File: config.mk
export PLATFORM = sky130hd
export DESIGN_NAME = debug_uart_rx
export DESIGN_NICKNAME = d
export VERILOG_FILES = /design/src/rtl/debug_uart_rx.sv
export SDC_FILE = /design/constraint.sdc
export NUM_CORES = 1
export LEC_CHECK = 0
export BUFFER_PORTS_ARGS = -buffer_cell sky130_fd_sc_hd__buf_4
export CAP_MARGIN = 20
export CORE_MARGIN = 3
export CORE_UTILIZATION = 39
export CTS_BUF_LIST = sky130_fd_sc_hd__clkbuf_4
export CTS_CLUSTER_SIZE = 40
export DETAILED_ROUTE_END_ITERATION = 16
export PLACE_DENSITY = 0.58
export SYNTH_ARGS = -nofsm -noshare
export SYNTH_HDL_FRONTEND = slang
export SYNTH_SLANG_ARGS = --single-unit
File: constraint.sdc
create_clock -name sys_clk -period 2.6 [get_ports sys_clk]
set_clock_uncertainty 0.2 [all_clocks]
set_input_delay 0.13 -clock sys_clk [delete_from_list [all_inputs] [get_ports sys_clk]]
set_output_delay 0.13 -clock sys_clk [all_outputs]
set_load 0.02 [all_outputs]
File: src/rtl/debug_uart_rx.sv
// 8N1 debug UART receiver feeding the debug receive stream with one-cycle error/overrun pulses.
// Define DEBUG_UART_RX_FIFO_EN for a 4-entry receive FIFO instead of a single holding register.
module debug_uart_rx #(
   parameter int CLK_FREQ  = 50000000,
   parameter int BAUD_RATE = 115200
) (
   input  logic       sys_clk,
   input  logic       rst,
   input  logic       uart_rx,
   input  logic       fifo_rx_rdy,
   output logic       fifo_rx_vld,
   output logic [7:0] fifo_rx_dat,
   output logic       rx_frame_err,
   output logic       rx_overrun,
   output logic       rx_busy
);
   // state   | meaning
   // IDLE    | line idle, waiting for a falling edge
   // START   | counting to mid start bit, rejecting glitches
   // DATA    | sampling 8 data bits LSB first at mid bit
   // STOP    | sampling the stop bit at mid bit
   // WAIT_HI | bad stop bit seen, waiting for the line to return high
   localparam int DIV  = (CLK_FREQ + BAUD_RATE / 2) / BAUD_RATE;
   localparam int HALF = DIV / 2;
   localparam int CW   = $clog2(DIV);
   localparam logic [CW-1:0] CNT_HALF = CW'(HALF - 1);
   localparam logic [CW-1:0] CNT_FULL = CW'(DIV - 1);

   typedef enum logic [2:0] {S_IDLE, S_START, S_DATA, S_STOP, S_WAIT_HI} state_t;

   state_t          state_q, state_d;
   logic [CW-1:0]   cnt_q, cnt_d;
   logic [2:0]      idx_q, idx_d;
   logic [7:0]      shift_q, shift_d;
   logic [1:0]      sync_q;
   logic            rx_s;
   logic            push;
   logic            frame_err_d;

   assign rx_s    = sync_q[1];
   assign rx_busy = (state_q != S_IDLE);

   always_ff @(posedge sys_clk) begin
      if (rst) begin
         state_q      <= S_IDLE;
         cnt_q        <= '0;
         idx_q        <= '0;
         shift_q      <= '0;
         sync_q       <= 2'b11;
         rx_frame_err <= 1'b0;
      end else begin
         state_q      <= state_d;
         cnt_q        <= cnt_d;
         idx_q        <= idx_d;
         shift_q      <= shift_d;
         sync_q       <= {sync_q[0], uart_rx};
         rx_frame_err <= frame_err_d;
      end
   end

   always_comb begin
      state_d     = state_q;
      cnt_d       = cnt_q + 1'b1;
      idx_d       = idx_q;
      shift_d     = shift_q;
      push        = 1'b0;
      frame_err_d = 1'b0;
      case (state_q)
         S_IDLE: begin
            cnt_d = '0;
            if (!rx_s) state_d = S_START;
         end
         S_START: begin
            if (cnt_q == CNT_HALF) begin
               cnt_d   = '0;
               idx_d   = '0;
               state_d = rx_s ? S_IDLE : S_DATA;
            end
         end
         S_DATA: begin
            if (cnt_q == CNT_FULL) begin
               cnt_d   = '0;
               shift_d = {rx_s, shift_q[7:1]};
               idx_d   = idx_q + 3'd1;
               if (idx_q == 3'd7) state_d = S_STOP;
            end
         end
         S_STOP: begin
            if (cnt_q == CNT_FULL) begin
               cnt_d = '0;
               if (rx_s) begin
                  push    = 1'b1;
                  state_d = S_IDLE;
               end else begin
                  frame_err_d = 1'b1;
                  state_d     = S_WAIT_HI;
               end
            end
         end
         S_WAIT_HI: begin
            cnt_d = '0;
            if (rx_s) state_d = S_IDLE;
         end
         default: state_d = S_IDLE;
      endcase
   end

`ifdef DEBUG_UART_RX_FIFO_EN
   // Pointers carry one extra wrap bit so full and empty are distinguishable.
   logic [2:0] wr_ptr, rd_ptr;
   logic [7:0] mem [4];
   logic       empty, full, pop;

   assign empty       = (wr_ptr == rd_ptr);
   assign full        = (wr_ptr[2] != rd_ptr[2]) && (wr_ptr[1:0] == rd_ptr[1:0]);
   assign pop         = !empty && fifo_rx_rdy;
   assign fifo_rx_vld = !empty;
   assign fifo_rx_dat = mem[rd_ptr[1:0]];

   always_ff @(posedge sys_clk) begin
      if (rst) begin
         wr_ptr     <= '0;
         rd_ptr     <= '0;
         rx_overrun <= 1'b0;
         for (int i = 0; i < 4; i++) mem[i] <= 8'h00;
      end else begin
         rx_overrun <= 1'b0;
         if (pop) rd_ptr <= rd_ptr + 3'd1;
         if (push) begin
            if (!full || pop) begin
               mem[wr_ptr[1:0]] <= shift_q;
               wr_ptr           <= wr_ptr + 3'd1;
            end else begin
               rx_overrun <= 1'b1;
            end
         end
      end
   end
`else
   logic       hold_vld;
   logic [7:0] hold_dat;

   assign fifo_rx_vld = hold_vld;
   assign fifo_rx_dat = hold_dat;

   always_ff @(posedge sys_clk) begin
      if (rst) begin
         hold_vld   <= 1'b0;
         hold_dat   <= 8'h00;
         rx_overrun <= 1'b0;
      end else begin
         rx_overrun <= 1'b0;
         if (push) begin
            if (!hold_vld || fifo_rx_rdy) begin
               hold_vld <= 1'b1;
               hold_dat <= shift_q;
            end else begin
               rx_overrun <= 1'b1;
            end
         end else if (hold_vld && fifo_rx_rdy) begin
            hold_vld <= 1'b0;
         end
      end
   end
`endif

endmodule

* Word-level counts from Yosys, hierarchy flattened
Index checks and enable logic that the tools add are counted.
** Operators by class
- $add $sub $neg :: 2
- Multiply operators :: 0
- Div/mod/pow operators :: 0
- $lt $le $gt $ge :: 0
- Eq/ne operators :: 14
- Shifts and indexed selects :: 0
- Mux-type cells :: 23
- Bitwise operators :: 3
- Reduce and logical (&&, ||, !) cells :: 16
** Operators with widths (number)
- $mux W3 :: 9
- $pmux W9 S3 :: 1
- $mux W9 :: 2
- $pmux W3 S5 :: 1
- $ne A2 B2 Y1 const B :: 6
- $add A9 B1 Y9 const B :: 1
- $eq A9 B8 Y1 const B :: 1
- $eq A9 B9 Y1 const B :: 1
- $mux W1 :: 8
- $eq A3 B2 Y1 const B :: 2
- $eq A3 B3 Y1 const B :: 2
- $pmux W3 S2 :: 1
- $reduce_and A2 Y1 :: 3
- $reduce_and A6 Y1 :: 1
- $reduce_or A2 Y1 :: 3
- $reduce_bool A2 Y1 :: 2
- $add A3 B1 Y3 const B :: 1
- $eq A3 B1 Y1 const B :: 1
- $logic_not A3 Y1 :: 1
- $not A1 Y1 :: 3
- $reduce_and A3 Y1 :: 1
- $reduce_bool A3 Y1 :: 1
- $reduce_or A3 Y1 :: 1
- $mux W2 :: 1
- other kinds (4) :: 4
** Storage, ports and cells
- Register bits after elaboration :: 36
- Latch bits :: 0
- Bits in writable memories :: 0
- Bits in read-only memories :: 0
- Output and inout bits :: 12
- Word-level logic and storage cells :: 67
- Memories :: 0

* Depth between registers and ports, before layout
Gate-level depths: netlist of the first run.
- Depth after elaboration :: 5
- Depth in mapped cells :: 7
- Mapped depth without buffers :: 6

* Worst setup path after synthesis of the first run
Ideal clock, no wire load.
- Kind :: register to register
- Start :: register state_q[0]
- End :: register idx_q[0]
- Setup time :: 121 ps
- Data arrival time :: 1567 ps
- Required time :: 2279 ps
- Path slack :: 712 ps
- Stages on the path, launching flop included :: 6
- Path buffers :: 1
- Clock period less this slack :: 1888 ps
- Path through :: dfxtp_1 buf_6 or3b_4 or3_4 nand2_4 mux2_4
** Between the ends
- Word-level cells in the longest chain between the ends :: 3
- Elaborated cells between the ends (all ways) :: 7
** RTL lines
- from (decl) :: line 31 : state_t state_q, state_d;
- from (signal assigned) :: line 52 : state_q <= state_d;
- $eq A3 B2 Y1 or $eq A3 B1 Y1 (tied branches) :: line 68 : case (state_q)
- $ne A2 B2 Y1 (no source line) or $reduce_bool A2 Y1 (tied branches)
- $reduce_and A3 Y1 (no source line)
- to (signal assigned) :: line 54 : idx_q <= idx_d;
- to (decl) :: line 33 : logic [2:0] idx_q, idx_d;
Parallel ways exist; a longest one is shown, timed or not.
A chain may end at the register's enable or synchronous reset.

* Final worst setup path of the first run
- Start :: register cnt_q[0]
- End :: register rx_overrun
** Between the ends
- Word-level cells in the longest chain between the ends :: 5
** RTL lines
- from (decl) :: line 32 : logic [CW-1:0] cnt_q, cnt_d;
- from (signal assigned) :: line 53 : cnt_q <= cnt_d;
- $eq A9 B9 Y1 :: line 89 : if (cnt_q == CNT_FULL) begin
- $mux W1 :: line 89
- $mux W1 :: line 68
- $not A1 Y1 (no source line)
- $reduce_or A2 Y1 (no source line)
- to (signal assigned) :: line 150 : rx_overrun <= 1'b0;
- to (signal assigned) :: line 152 : rx_overrun <= 1'b0;
- to (signal assigned) :: line 158 : rx_overrun <= 1'b1;
- to (decl) :: line 14 : output logic rx_overrun,
No other way between the ends.

==> metrics.md, run 1 <==
| Metric | Value |
|---|---|
| Num rows | `22` |
| Pwr dens | `474 nW/um^2` |
| Routability-driven placement congestion ratio | `0.801` |
| Post-route ant nets | `0` |
| DR WL/cell | `12.0 um` |
| Synth cell types | `42` |
| Synth warnings | `0` |
| Hold Path Depth | `1` |
| CTS sink cnt | `36` |
| Compound-cell area share of the yosys netlist | `3.40%` |
| Global-route wire length before repair | `4690 um` |
| Top FF cell, synth | `dfxtp_1` |
| Asr flop ratio synth | `0%` |
| HPWL Detailed | `1900 um` |
| Post CTS Setup Buffer Count | `0` |
| Hold Startpoint | `sync_q[0]` |
| DRC viols | `0` |
| Reg-to-Reg End | `rx_overrun` |
| Register area | `721 sq um` |
| Min-Delay Path Class | `flip-flop to flip-flop` |
| RR Startpoint | `cnt_q[0]` |
| Routed Wire Length | `2720 um` |
| Worst-path fanout max | `6` |
| Clk slew on worst S/H paths | `0.10 ns` |
| Worst skew pair latency | `0.33 ns` |
| Worst Tran Pin Value | `0.510 ns` |
| Max VDD drop | `0.000250 V` |
| Post-Synth Simple-Gate Area | `27.5%` |
| Synth top area share | `44.4%` |
| Tot GR Track Use | `11.9%` |
| Initial core utilization | `42.4%` |
| P_leak | `0.687 nW` |
| Seq/Total Area, Yosys | `44.4%` |
| Die area | `4970 sq um` |
| Synth Register Bits | `36` |
| CTS root buffer | `clkbuf_4` |
| Number of port buffers | `15` |
| Synth top area cells | `dfxtp_1 (44%), mux2i_1 (10%), nor2_1 (6.7%)` |
| Mux contribution to synthesized area | `11.4%` |
| MaxCap Viol Count | `0` |
| Core ar. | `3830 sq um` |
| Hold Fails Final Rpt | `0` |
| TNS Setup | `0 ns` |
| Hold Path Sink | `sync_q[1]` |
| Synthesized net count | `168` |
| Adder-Cell Fraction of Synth Area | `3.86%` |
| Register-to-Register Setup Slack | `0.30 ns` |
| Setup violations, final | `0` |
| Post-synth EDFFs | `0` |
| H-tree level count | `2` |
| DR vias/cell | `5.10` |
| Num ports | `16` |
| Crit path kind | `flip-flop to flip-flop` |
| Largest net degree at the start of global routing | `32` |
| Final Critical Period | `2.30 ns` |
| Antenna diodes | `0` |
| Period utilization | `88.5%` |
| Largest family of logic cells by synthesized area | `simple AND/OR/NAND/NOR gates` |
| DRT Pass-1 Iters | `4` |
| CP endpoint kind | `flip-flop` |
| Initial antenna violation count | `0` |
| WP data arrival | `2.39 ns` |
| Post-synth top cells | `dfxtp_1 (36), nor2_1 (29), mux2i_1 (17)` |
| Longest Clk Path Bufs | `2` |
| CTS tree | `built` |
| Layout area overhead | `12.7%` |
| Post-synthesis cell count | `159` |
| # fillers | `360` |
| Xor and xnor area share after synthesis | `3.78%` |
| Die height | `70.5 um` |
| Most common cell in the netlist | `dfxtp_1` |
| Routed via count | `1153` |
| Avg Synthesized Cell Area | `10.2 sq um` |
| Layout cells sized above 1 | `21.3%` |
| Fmax | `435 MHz` |
| Rel. slew slack | `65.9%` |
| Reg2Reg Depth | `6` |
| Pwr Total | `0.865 mW` |
| GRT overflow | `0` |
| Max-slew violation count | `0` |
| Type of origin of the critical path | `flip-flop` |
| CTS buffer count | `5` |
| RSZ-0062 raised after global routing | `false` |
| Cell Area, Synth | `1620 sq um` |
| Vias in the first global route | `1081` |
| Worst EP required | `2.69 ns` |
| Outcome | `completed` |
| Die width | `70.5 um` |
| Nets@finish | `187` |
| Post-synth top area cell | `dfxtp_1` |
| Multi-input gate area | `817 sq um` |
| DR iter-0 viols | `65` |
[layer usage]
| layer | global-route usage, % | up-vias | routed length (um) |
|---|---|---|---|
| li1 | - | 584 | - |
| met1 | 15.0 | 535 | 1330 |
| met2 | 18.0 | 27 | 1220 |
| met3 | 3.60 | 7 | 114 |
| met4 | 6.38 | 0 | 58 |
| met5 | 0 | - | 0 |
[sequential cells by signal (all words and copies together), names as in the netlist]
| signal | cells |
|---|---|
| sync_q | 2 |
| shift_q | 8 |
| idx_q | 3 |
| rx_frame_err | 1 |
| fifo_rx_dat | 8 |
| rx_overrun | 1 |
| state_q | 3 |
| cnt_q | 9 |
| fifo_rx_vld | 1 |
[layout by cell type, fill, tap and decap left out, drive strengths merged]
master,instances
ha,5
nor3b,1
or3,2
nand4bb,1
mux2i,17
o31ai,1
nor4bb,1
nand2b,3
nand3,6
nand2,8
o41a,1
or4b,1
and4b,1
nor4b,3
inv,5
dfxtp,36
xor2,2
a22oi,2
buf,16
dlygate4sd3,4
o21ai,1
a31oi,1
clkbuf,6
or2,2
a21oi,2
nand4b,2
nor2b,1
or3b,3
nor3,7
xnor2,5
or4,1
clkinv,1
nor2,29
mux2,1
[layout make-up]
class | count | share of cell area [%]
multi-input cells | 110 | 44.7
flip-flops and latches | 36 | 39.5
repair buffers | 20 | 8.77
well taps | 48 | 3.29
clock buffers | 6 | 2.47
inverters | 5 | 1.03
clock inverters | 1 | 0.274
[stage by stage]
stage / cells / hold slack [ns] / area [sq um] / utilization (%) / worst slack [ns]
2_1_floorplan: 159 / 0.0338 / 1620 / - / 0.712
3_3_place_gp: 215 / 0.117 / 1740 / 45.4 / 0.620
3_5_place_dp: 215 / 0.121 / 1740 / 45.4 / 0.565
4_1_cts: 226 / 0.234 / 1830 / 47.7 / 0.317
5_1_grt: 226 / 0.250 / 1830 / 47.7 / 0.153
6_report: 226 / 0.233 / 1830 / 47.7 / 0.299
[how the worst max path moves through the flow]
stage | startpoint | to | cells past startpoint
6_report | cnt_q[0] | rx_overrun | 6
4_1_cts | cnt_q[0] | rx_overrun | 6
3_5_place_dp | state_q[1] | idx_q[0] | 4
3_3_place_gp | state_q[1] | idx_q[0] | 4
2_1_floorplan | state_q[0] | idx_q[0] | 5
5_1_grt | cnt_q[0] | rx_overrun | 6
[critical path, cell delays in order, from the launching register on]
cell	delay (ns)
dfxtp_1	0.41
ha_1	0.21
nand4b_4	0.17
nor4b_2	0.42
nand3_1	0.15
nor3_1	0.13
dlygate4sd3_1	0.56
[what timing repair did]
item	4_1_cts	5_1_grt
setup endpoints to repair	0	0
resized for setup	0	0
hold buffers	4	0
endpoints found under the hold margin	23	0
[logic make-up after synthesis]
kind of cell | after synthesis
buf+inv | 13
xor+xnor | 7
flops | 36
mux | 18
compound gates | 8
fa+ha+maj | 5
simple gates | 72
[power breakdown]
group	internal [mW]	leakage [nW]	switching [mW]	total, mW
clock	0.110	0.0315	0.171	0.281
sequential	0.554	0.290	0.00394	0.558
combinational	0.0122	0.365	0.0140	0.0262
total	0.676	0.687	0.189	0.865
(Power assumes the default switching activity.)
==> run 2, diff against run 1 <==
--- a/config.mk
+++ b/config.mk
@@ -8,11 +8,11 @@
 export BUFFER_PORTS_ARGS = -buffer_cell sky130_fd_sc_hd__buf_4
 export CAP_MARGIN = 20
 export CORE_MARGIN = 3
-export CORE_UTILIZATION = 39
+export CORE_UTILIZATION = 60
 export CTS_BUF_LIST = sky130_fd_sc_hd__clkbuf_4
 export CTS_CLUSTER_SIZE = 40
 export DETAILED_ROUTE_END_ITERATION = 16
-export PLACE_DENSITY = 0.58
+export PLACE_DENSITY = 0.82
 export SYNTH_ARGS = -nofsm -noshare
 export SYNTH_HDL_FRONTEND = slang
 export SYNTH_SLANG_ARGS = --single-unit
==> metrics.md, run 2 (synthesized netlist as in run 1, its figures left out) <==
| Metric | Value |
|---|---|
| Most common cell after layout, fill and taps aside | `dfxtp_1` |
| Fmax | `434 MHz` |
| Die area | `3360 sq um` |
| GRT overflow | `0` |
| Multi-input gate area | `817 sq um` |
| Worst skew pair latency | `0.35 ns` |
| Layout area overhead | `13.1%` |
| CTS buffer count | `5` |
| Layout cells sized above 1 | `21.8%` |
| Max VDD drop | `0.000478 V` |
| Routed Wire Length | `2980 um` |
| DR vias/cell | `5.57` |
| Hold Fails Final Rpt | `0` |
| Register share of total power | `57.1%` |
| Core ar. | `2520 sq um` |
| Number of port buffers | `15` |
| CTS sink cnt | `36` |
| Die width | `58.0 um` |
| Initial antenna violation count | `0` |
| Crit path kind | `flip-flop to flip-flop` |
| Final Critical Period | `2.30 ns` |
| Nets@finish | `187` |
| Global-route wire length before repair | `5190 um` |
| Max-slew violation count | `0` |
| Worst EP required | `2.70 ns` |
| DRC viols | `0` |
| CTS-repair resized insts | `0` |
| Sw frac | `20.3%` |
| Num rows | `18` |
| CTS root buffer | `clkbuf_4` |
| DR WL/cell | `14.2 um` |
| Antenna diodes | `0` |
| Comb power frac | `2.7%` |
| CTS tree | `built` |
| Outcome | `completed` |
| Rel. slew slack | `67.8%` |
| WP data arrival | `2.40 ns` |
| Largest register FFs | `9` |
| CP endpoint kind | `flip-flop` |
| Worst Hold Slack | `0.221 ns` |
| P_leak | `0.701 nW` |
| Min-Delay Path Class | `flip-flop to flip-flop` |
| Setup violations, final | `0` |
| MaxCap Viol Count | `0` |
| # fillers | `196` |
| TNS Setup | `0 ns` |
| Worst-path fanout max | `6` |
| HPWL Detailed | `2100 um` |
| Switch Pwr | `0.199 mW` |
| Worst Tran Pin Value | `0.477 ns` |
| Register area | `721 sq um` |
| Initial core utilization | `64.3%` |
| Commonest cells after routing, fill and taps aside | `dfxtp_1 (36), nor2_1 (29), mux2i_1 (17)` |
| Largest net degree at the start of global routing | `32` |
| DR iter-0 viols | `36` |
| Tot GR Track Use | `20.5%` |
| Die height | `58.0 um` |
| Fin area | `1830 sq um` |
| Top reg by flops | `cnt_q` |
| Type of origin of the critical path | `flip-flop` |
| H-tree level count | `2` |
| Period utilization | `88.6%` |
| Clock power frac | `40.1%` |
| Internal cell power | `0.778 mW` |
| Routed via count | `1165` |
| Vias in the first global route | `1155` |
| DRT Pass-1 Iters | `4` |
| Routability-driven placement congestion ratio | `0.706` |
| Num ports | `16` |
| Longest Clk Path Bufs | `2` |
| Post-route ant nets | `0` |
| RSZ-0062 raised after global routing | `false` |
| DP Area | `1710 sq um` |
| Clk slew on worst S/H paths | `0.11 ns` |
| Pwr dens | `533 nW/um^2` |
==> run 2: cell types whose count changed in the layout (fill, tap and decap cells not counted) <==
cell       before  now
bufinv_16       0    1
==> run 2: routing by layer <==
metal  GRT usage (%)  wire [um]
met5               0          0
met3            5.12        126
met4            12.9         97
met1            24.1       1300
met2            33.4       1450
==> run 2: power groups by stage <==
| stage | registers [mW] | logic (mW) | clock network [mW] |
|---|---|---|---|
| after floorplan | 0.568 | 0.0218 | 0 |
| after global placement | 0.570 | 0.0218 | 0 |
| after detailed placement | 0.570 | 0.0228 | 0 |
| after CTS | 0.558 | 0.0266 | 0.403 |
| after global routing | 0.559 | 0.0293 | 0.421 |
| final | 0.558 | 0.0269 | 0.392 |
==> run 2: layout make-up <==
type                    instances  share of cell area, %
clock buffers                   6                   2.46
multi-input cells             110                   44.5
well taps                      30                   2.05
repair buffers                 20                   8.73
inverters                       5                   1.02
clock inverters                 2                   1.91
flip-flops and latches         36                   39.3
==> run 2: path summary, 6_finish.rpt <==
| check | slack (ns) | startpoint | end | depth (start not counted) |
|---|---|---|---|---|
| setup / recovery | 0.30 | cnt_q[0] | rx_overrun | 6 |
| hold / removal | 0.22 | sync_q[0] | sync_q[1] | 1 |
| setup reg to reg | 0.30 | cnt_q[0] | rx_overrun | 6 |
| hold reg to reg | 0.22 | sync_q[0] | sync_q[1] | 1 |
==> run 2: critical path, stage by stage (launching register included) <==
cell           delay, ns
dfxtp_1             0.41
ha_1                0.23
nand4b_4            0.17
nor4b_2             0.39
nand3_1             0.17
nor3_1              0.14
dlygate4sd3_1       0.56
==> run 2: stage by stage <==
stage / cells / util (%) / power (mW) / worst slack (ns)
2_1_floorplan: 159 / - / 0.590 / 0.712
3_3_place_gp: 197 / 68.0 / 0.592 / 0.629
3_5_place_dp: 197 / 68.0 / 0.593 / 0.567
4_1_cts: 209 / 72.7 / 0.988 / 0.286
5_1_grt: 209 / 72.7 / 1.01 / 0.117
6_report: 209 / 72.7 / 0.977 / 0.296
==> run 2: repair_timing <==
action,in CTS,in global routing
endpoints found under the setup margin,0,0
hold buffers,4,0
hold endpoints to repair,23,0
setup buffers,0,0
